<file path="config.mk">
export PLATFORM = sky130hd
export DESIGN_NAME = tag_release_queue_flat
export DESIGN_NICKNAME = d
export VERILOG_FILES = /design/src/rtl/tag_release_queue_if.sv /design/src/rtl/tag_release_queue.sv /design/src/flat_wrapper.sv
export SDC_FILE = /design/constraint.sdc
export NUM_CORES = 1
export LEC_CHECK = 0
export ABC_CLOCK_PERIOD_IN_PS = 6600
export CELL_PAD_IN_SITES_DETAIL_PLACEMENT = 0
export CELL_PAD_IN_SITES_GLOBAL_PLACEMENT = 1
export CORE_ASPECT_RATIO = 1.4
export CORE_MARGIN = 2
export CORE_UTILIZATION = 51
export CTS_CLUSTER_SIZE = 28
export DETAILED_ROUTE_END_ITERATION = 10
export PLACE_DENSITY_LB_ADDON = 0.3
export RECOVER_POWER = 25
export SLEW_MARGIN = 25
export SYNTH_ARGS = -nofsm -noshare
export SYNTH_HDL_FRONTEND = slang
export SYNTH_SLANG_ARGS = --single-unit
</file>
<file path="constraint.sdc">
create_clock -name clk -period 6.6 [get_ports clk]
set_input_delay 1.98 -clock clk [delete_from_list [all_inputs] [get_ports clk]]
set_output_delay 1.98 -clock clk [all_outputs]
set_load 0.1 [all_outputs]
</file>
<file path="src/rtl/tag_release_queue_if.sv">
// Commit-side and freelist-side signal bundle for tag_release_queue.
// The master modport is the ROB/freelist side; the slave modport is the queue.
`ifndef PHY_REG_SEL
`define PHY_REG_SEL 6
`endif

interface tag_release_queue_if #(
  parameter int TAG_W = `PHY_REG_SEL,
  parameter int PTR_W = 3
);
  logic             com_valid1;
  logic             com_valid2;
  logic             com_wr1;
  logic             com_wr2;
  logic [TAG_W-1:0] old_tag1;
  logic [TAG_W-1:0] old_tag2;
  logic             com_ready;
  logic             drain_en;
  logic [TAG_W-1:0] released_tag1;
  logic [TAG_W-1:0] released_tag2;
  logic [1:0]       comnum;
  logic [PTR_W:0]   count;

  modport master (
    output com_valid1, com_valid2, com_wr1, com_wr2, old_tag1, old_tag2, drain_en,
    input  com_ready, released_tag1, released_tag2, comnum, count
  );

  modport slave (
    input  com_valid1, com_valid2, com_wr1, com_wr2, old_tag1, old_tag2, drain_en,
    output com_ready, released_tag1, released_tag2, comnum, count
  );
endinterface

</file>
<file path="src/rtl/tag_release_queue.sv">
// In-order return queue of retired physical tags from commit to the freelist.
// Optional RELQ_BYPASS_EN: an empty draining queue forwards new tags in one cycle.
module tag_release_queue #(
  parameter int DEPTH = 8,
  parameter int PTR_W = 3,
  parameter int TAG_W = `PHY_REG_SEL
) (
  input  logic              clk,
  input  logic              reset,
  tag_release_queue_if.slave relq
);

  typedef logic [TAG_W-1:0] tag_t;

  localparam logic [PTR_W:0]   DEPTH_N = (PTR_W+1)'(DEPTH);
  localparam logic [PTR_W:0]   TWO_N   = (PTR_W+1)'(2);
  localparam logic [PTR_W-1:0] ONE_P   = PTR_W'(1);

  tag_t             mem_q [DEPTH];
  tag_t             mem_d [DEPTH];
  logic [PTR_W-1:0] head_q, head_d;
  logic [PTR_W-1:0] tail_q, tail_d;
  logic [PTR_W:0]   count_q, count_d;
  tag_t             rel1_q, rel1_d;
  tag_t             rel2_q, rel2_d;
  logic [1:0]       comnum_q, comnum_d;

  logic             req1, req2;
  logic             ready;
  logic [1:0]       enq_n;
  logic [1:0]       pop_n;
  tag_t             first_tag, second_tag;
  logic             bypass;
  logic [PTR_W-1:0] head_p1, tail_p1;

  // Readiness uses only the registered count so the ROB sees a stable signal.
  assign ready   = (DEPTH_N - count_q) >= TWO_N;
  assign head_p1 = head_q + ONE_P;
  assign tail_p1 = tail_q + ONE_P;

  always_comb begin
    req1       = relq.com_valid1 & relq.com_wr1;
    req2       = relq.com_valid2 & relq.com_wr2;
    enq_n      = 2'd0;
    first_tag  = '0;
    second_tag = '0;
    if (ready) begin
      case ({req1, req2})
        2'b11: begin
          enq_n      = 2'd2;
          first_tag  = relq.old_tag1;
          second_tag = relq.old_tag2;
        end
        2'b10: begin
          enq_n     = 2'd1;
          first_tag = relq.old_tag1;
        end
        2'b01: begin
          enq_n     = 2'd1;
          first_tag = relq.old_tag2;
        end
        default: begin
          enq_n = 2'd0;
        end
      endcase
    end
  end

  always_comb begin
    pop_n = 2'd0;
    if (relq.drain_en) begin
      if (count_q >= TWO_N) begin
        pop_n = 2'd2;
      end else begin
        pop_n = count_q[1:0];
      end
    end
`ifdef RELQ_BYPASS_EN
    bypass = relq.drain_en && (count_q == '0);
`else
    bypass = 1'b0;
`endif
  end

  always_comb begin
    mem_d    = mem_q;
    head_d   = head_q;
    tail_d   = tail_q;
    count_d  = count_q;
    rel1_d   = rel1_q;
    rel2_d   = rel2_q;
    comnum_d = 2'd0;
    if (bypass) begin
      comnum_d = enq_n;
      rel1_d   = first_tag;
      rel2_d   = second_tag;
    end else begin
      if (enq_n != 2'd0) begin
        mem_d[tail_q] = first_tag;
      end
      if (enq_n == 2'd2) begin
        mem_d[tail_p1] = second_tag;
      end
      tail_d = tail_q + PTR_W'(enq_n);
      // Popped entries come from the pre-enqueue contents, so new tags wait a cycle.
      if (relq.drain_en) begin
        comnum_d = pop_n;
        rel1_d   = (pop_n != 2'd0) ? mem_q[head_q] : '0;
        rel2_d   = (pop_n == 2'd2) ? mem_q[head_p1] : '0;
      end
      head_d  = head_q + PTR_W'(pop_n);
      count_d = count_q + (PTR_W+1)'(enq_n) - (PTR_W+1)'(pop_n);
    end
  end

  always_ff @(posedge clk) begin
    if (reset) begin
      for (int i = 0; i < DEPTH; i++) begin
        mem_q[i] <= '0;
      end
      head_q   <= '0;
      tail_q   <= '0;
      count_q  <= '0;
      rel1_q   <= '0;
      rel2_q   <= '0;
      comnum_q <= 2'd0;
    end else begin
      mem_q    <= mem_d;
      head_q   <= head_d;
      tail_q   <= tail_d;
      count_q  <= count_d;
      rel1_q   <= rel1_d;
      rel2_q   <= rel2_d;
      comnum_q <= comnum_d;
    end
  end

  assign relq.com_ready     = ready;
  assign relq.released_tag1 = rel1_q;
  assign relq.released_tag2 = rel2_q;
  assign relq.comnum        = comnum_q;
  assign relq.count         = count_q;

endmodule

</file>
<file path="src/flat_wrapper.sv">
// flat-port wrapper written by rule: the top's interface ports become plain ports
module tag_release_queue_flat 
#(
  parameter int DEPTH = 8,
  parameter int PTR_W = 3,
  parameter int TAG_W = `PHY_REG_SEL
)
  (clk, reset, relq_com_valid1, relq_com_valid2, relq_com_wr1, relq_com_wr2, relq_old_tag1, relq_old_tag2, relq_drain_en, relq_com_ready, relq_released_tag1, relq_released_tag2, relq_comnum, relq_count);
  tag_release_queue_if #(.TAG_W(TAG_W), .PTR_W(PTR_W)) relq_i ();
  input  logic clk;
  input  logic reset;
  input wire logic [$bits(relq_i.com_valid1)-1:0] relq_com_valid1;
  input wire logic [$bits(relq_i.com_valid2)-1:0] relq_com_valid2;
  input wire logic [$bits(relq_i.com_wr1)-1:0] relq_com_wr1;
  input wire logic [$bits(relq_i.com_wr2)-1:0] relq_com_wr2;
  input wire logic [$bits(relq_i.old_tag1)-1:0] relq_old_tag1;
  input wire logic [$bits(relq_i.old_tag2)-1:0] relq_old_tag2;
  input wire logic [$bits(relq_i.drain_en)-1:0] relq_drain_en;
  output wire logic [$bits(relq_i.com_ready)-1:0] relq_com_ready;
  output wire logic [$bits(relq_i.released_tag1)-1:0] relq_released_tag1;
  output wire logic [$bits(relq_i.released_tag2)-1:0] relq_released_tag2;
  output wire logic [$bits(relq_i.comnum)-1:0] relq_comnum;
  output wire logic [$bits(relq_i.count)-1:0] relq_count;
  assign relq_i.com_valid1 = relq_com_valid1;
  assign relq_i.com_valid2 = relq_com_valid2;
  assign relq_i.com_wr1 = relq_com_wr1;
  assign relq_i.com_wr2 = relq_com_wr2;
  assign relq_i.old_tag1 = relq_old_tag1;
  assign relq_i.old_tag2 = relq_old_tag2;
  assign relq_i.drain_en = relq_drain_en;
  assign relq_com_ready = relq_i.com_ready;
  assign relq_released_tag1 = relq_i.released_tag1;
  assign relq_released_tag2 = relq_i.released_tag2;
  assign relq_comnum = relq_i.comnum;
  assign relq_count = relq_i.count;
  tag_release_queue #(.DEPTH(DEPTH), .PTR_W(PTR_W), .TAG_W(TAG_W)) u_core (.clk(clk), .reset(reset), .relq(relq_i));
endmodule
</file>
* After elaboration in Yosys (flattened, before gate mapping)
Cells that the tools add are included.
** Storage, ports and cells
- Flip-flop bits (word level) :: 72
- Output and inout port bits :: 19
** Cells by class
- Add/sub/neg operators :: 7
- $lt $le $gt $ge :: 8
- Eq/ne operators :: 5
- Mux-type cells :: 24
- Bitwise gates (word level) :: 7
- Reductions and logical operators :: 7
** Operators with widths (number)
- 48-bit bitwise mux :: 2
- 48-bit two-way mux :: 2
- 6-bit two-way mux :: 11
- 6-bit binary-select mux with 3-bit select :: 2
- 6-bit demux with 3-bit select :: 2
- 4-bit greater-or-equal comparator (second input constant) :: 4
- 3-bit inverter with 4-bit output :: 4
- 6-bit case mux with 2 select lines :: 1
- 2-bit == test (second input constant) :: 4
- 4-bit by 2-bit greater-or-equal comparator with 1-bit output (second input constant) :: 2
- 4-bit by 1-bit < comparator with 1-bit output (second input constant) :: 2
- 3-bit by 1-bit adder with 3-bit output (second input constant) :: 2
- 3-bit by 2-bit adder with 3-bit output :: 2
- 2-bit two-way mux :: 3
- 2-bit OR reduction :: 3
- 4-bit by 2-bit adder with 4-bit output :: 1
- 2-bit case mux with 2 select lines :: 1
- 2-bit nonzero test :: 2
- 4-bit by 2-bit subtractor with 4-bit output :: 1
- 4-bit subtractor (first input constant) :: 1
- 1-bit AND :: 2
- 2-bit by 1-bit == test with 1-bit output (second input constant) :: 1
- 1-bit logical AND :: 2
- 1-bit inverter :: 1

* Depth between registers and ports, before layout
- Word-level depth :: 9
- Depth in mapped cells :: 13
- Mapped depth without buffers :: 12

* Least setup slack after synthesis
Ideal clock, no wire load.
- Path type :: reg2out
- Start :: reg u_core.count_q[0], in the netlist u_core.relq.count[0]
- End :: out relq_com_ready
- Arrival :: 2.736 ns
- Data required time :: 4.620 ns
- Path slack :: 1.884 ns
- Stages on the path, launching flop included :: 7
- Path buffers :: 1
- Cell sequence :: dfxtp_1 inv_1 ha_1 a211oi_4 and4_4 buf_12 clkinv_16
** On the way
- Longest elaborated chain between the ends :: 2
** Ends and longest elaborated chain
- from (decl) :: line tag_release_queue.sv:23 : logic [PTR_W:0] count_q, count_d;
- from (signal assigned) :: line tag_release_queue.sv:131 : count_q <= count_d;
- 4-bit subtractor :: line tag_release_queue.sv:37 : assign ready = (DEPTH_N - count_q) >= TWO_N;
- 4-bit by 2-bit greater-or-equal comparator with 1-bit output :: line tag_release_queue.sv:37
- to (decl) :: line flat_wrapper.sv:19 : output wire logic [$bits(relq_i.com_ready)-1:0] relq_com_ready;
No other way between the ends.

* Worst setup path in the final report
Same ends and word-level chain as after synthesis.

==> run metrics <==
leak pwr=1.59 nW; status=complete, no violations; final WL=13,500 µm; crit end category=output port; Pwr Density=357 nW/µm²; Rows=42; RSZ-0062 raised after global routing=no; Starting DRT DRC Count=414; critical path fanouts, max=50; Post-CTS Hold Buffers=0; placed cell count=559; combinational fraction of design power=46.5%; WP data required=4.62 ns; Non-Filler Instances=575; max-slew violations=0; total gr overflow=0; reg2reg path depth=12; die height=120 µm; CTS root buf=clkbuf_16; kind of path behind the tightest hold check=register to register; layout cells sized above 1=24.9%; final period utilization=86.6%; Clock Tree Buf Depth=2; Critical Path AT=3.73 ns; Mapped Cells=449; VDD IR max=0.000590 V; Hold Vio Cnt, Final=0; Setup WS pre-CTS=1.24 ns; Synth warnings=0; Vias/cell=6.95; Post-CTS Resized=0; clock transition at the registers of the reported paths=0.06 ns; Detail Placement HPWL=9530 µm; post-synthesis sequential area ratio=29.3%; Clock Power Share=26.5%; area delta synth->final=13.0%; postcts setup bufs=0; Die ar.=10,500 µm²; vias in the first global route=3,855; count of cell types in the netlist=45; first-pass GRT wire length=21,300 µm; Sw Ratio=46.3%; WHS Path Cells=2; PortBufs=37; Initial Util=52.3%; drt pass-1 iters=5; core area=9410 µm²; crit path kind=register to output port; GRT Total Usage=27.0%; Die W=87.0 µm; final worst-path setup slack=0.887 ns; DRC viols=0; max-cap viol count=0; # fillers=800; CP startpoint kind=register; Worst Skew=0.00567 ns; Final nets=499; WL/cell=23.6 µm; CTS H-tree lvls=3; Ports=38; Worst Tran Pin Value=0.980 ns; Final Hold Slack=0.443 ns; sw power=0.917 mW; internal power=1.07 mW; Num Clock Sinks=72; pin count of the biggest net entering global routing=62; Max Clk Rate=175 MHz; # setup viols final=0; CTS tree=yes; TritonCTS buffer count=9; total negative slack=0 ns; Clock Latency Late Sink=0.34 ns; Antenna Cells=0; Worst R2R Setup Slack=2.48 ns; Final Critical Period=5.71 ns; initial antenna violation count=0; Mapped Area=4920 µm²; FF+latch count, synth=72; Mapped Nets=488; ANT nets after route=0; Synth Area per Inst=11.0 µm²; register share of total power=27.0%; gpl congestion=0.848; vias=3,995; Slew HR=34.5%
## cell usage in the layout, fill, tap and decap left out, drive strengths merged
cell,n
clkbuf,14
buf,3
a21o,1
bufinv,1
nor4,4
or4,1
nand4,2
dfxtp,72
a221oi,48
a41oi,8
nor2,16
or3,3
ha,16
nand3b,2
mux2i,12
and4,1
a22oi,47
nand3,8
xnor2,2
nor2b,5
a211oi,1
a21oi,1
clkdlybuf4s50,31
nand2,18
a22o,1
dlygate4sd3,5
mux4,24
inv,17
fa,4
xor2,6
nand2b,4
a32oi,7
o21ai,62
nor4b,1
nor3,4
or3b,1
and2,10
clkinv,2
## area by class of cell
type / instances / area [µm²] / area share, %
clock buffer: 14 / 284 / 5.11
inverter: 18 / 93.8 / 1.69
sequential: 72 / 1440 / 25.9
timing repair buffer: 39 / 380 / 6.84
tap: 110 / 138 / 2.47
multi-input combinational: 320 / 3190 / 57.3
clock inverter: 2 / 35.0 / 0.630
## kinds of logic (layout without fill, tap and decap cells)
kind of cell / after synthesis / after routing / share of synthesized area [%]
simple gates: 80 / 80 / 10.0
buf+inv: 57 / 73 / 6.33
mux: 36 / 36 / 13.4
xor+xnor: 8 / 8 / 1.80
flops: 72 / 72 / 29.3
compound gates: 176 / 176 / 33.5
fa+ha+maj: 20 / 20 / 5.69
## worst max-delay path, cell delays in order, from the launching register on
cell	delay (ns)
dfxtp_1	0.42
inv_1	0.14
ha_1	0.35
a211oi_4	0.59
and4_4	0.72
clkinv_16	0.15
clkdlybuf4s50_1	1.00
## cells in the mapped netlist
library cell,instances,area [µm²]
nor4_1,4,25.0
mux4_2,24,541
xnor2_1,2,17.5
o21ai_0,49,245
a211oi_4,1,20.0
fa_1,4,80.1
xor2_1,5,43.8
and4_4,1,11.3
a21o_1,1,7.51
or3b_2,1,8.76
a22o_1,1,8.76
mux2i_1,12,120
inv_1,16,60.1
xor2_4,1,27.5
nand4_1,2,12.5
buf_12,1,20.0
or4_4,1,11.3
nand3_4,6,105
o21ai_2,1,8.76
nor3_1,4,20.0
o21ai_1,12,60.1
a221oi_2,48,721
nor2_1,16,60.1
clkbuf_1,16,60.1
clkinv_16,1,30.0
a22oi_2,1,12.5
a32oi_1,7,61.3
a41oi_2,6,97.6
inv_2,1,3.75
a22oi_1,46,345
buf_6,5,56.3
or3_1,3,18.8
nand2b_1,4,25.0
nor4b_1,1,8.76
buf_2,14,70.1
a21oi_1,1,5.00
a41oi_4,2,55.1
nor2b_1,5,31.3
buf_1,3,11.3
ha_1,16,200
nand2_1,18,67.6
nand3_1,2,10.0
dfxtp_1,72,1440
and2_1,10,62.6
nand3b_1,2,15.0
## stage by stage
stage / utilization (%) / cell area (µm²) / total power [mW]
2_1_floorplan: - / 4920 / 1.33
3_3_place_gp: 55.5 / 5220 / 1.44
3_5_place_dp: 55.5 / 5220 / 1.47
4_1_cts: 58.9 / 5540 / 1.98
5_1_grt: 59.1 / 5560 / 2.07
6_report: 59.1 / 5560 / 1.98
## path summary, 6_finish.rpt
| kind | startpoint | endpoint |
|---|---|---|
| setup reg to reg | u_core.relq.count[0]$_SDFF_PP0_ | u_core.relq.count[3]$_SDFF_PP0_ |
| hold / removal | u_core.relq.released_tag1[1]$_SDFFE_PP0P_ | u_core.relq.released_tag1[1]$_SDFFE_PP0P_ |
| setup / recovery | u_core.relq.count[0]$_SDFF_PP0_ | relq_com_ready |
| hold reg to reg | u_core.relq.released_tag1[1]$_SDFFE_PP0P_ | u_core.relq.released_tag1[1]$_SDFFE_PP0P_ |
## power groups by stage
| stage | Sequential [mW] | Clock, mW | Combinational [mW] |
|---|---|---|---|
| floorplan | 0.603 | 0 | 0.731 |
| global placement | 0.541 | 0 | 0.903 |
| detailed placement | 0.543 | 0 | 0.923 |
| CTS | 0.534 | 0.526 | 0.924 |
| global route | 0.544 | 0.545 | 0.983 |
| finish | 0.536 | 0.525 | 0.922 |
## flip-flops by register name (all words and copies together) (netlist names)
signal                     cells
u_core.head_q                  3
u_core.mem_q                  48
u_core.relq.comnum             2
u_core.relq.count              4
u_core.relq.released_tag1      6
u_core.relq.released_tag2      6
u_core.tail_q                  3
## metal layers
metal / part of all wire (%) / vias up / GRT usage, %
li1: - / 1812 / -
met1: 41 / 1995 / 35.2
met2: 50 / 158 / 43.7
met3: 5.8 / 30 / 5.53
met4: 3.2 / 0 / 10.6
met5: 0 / - / 0
(Power assumes the default switching activity.)
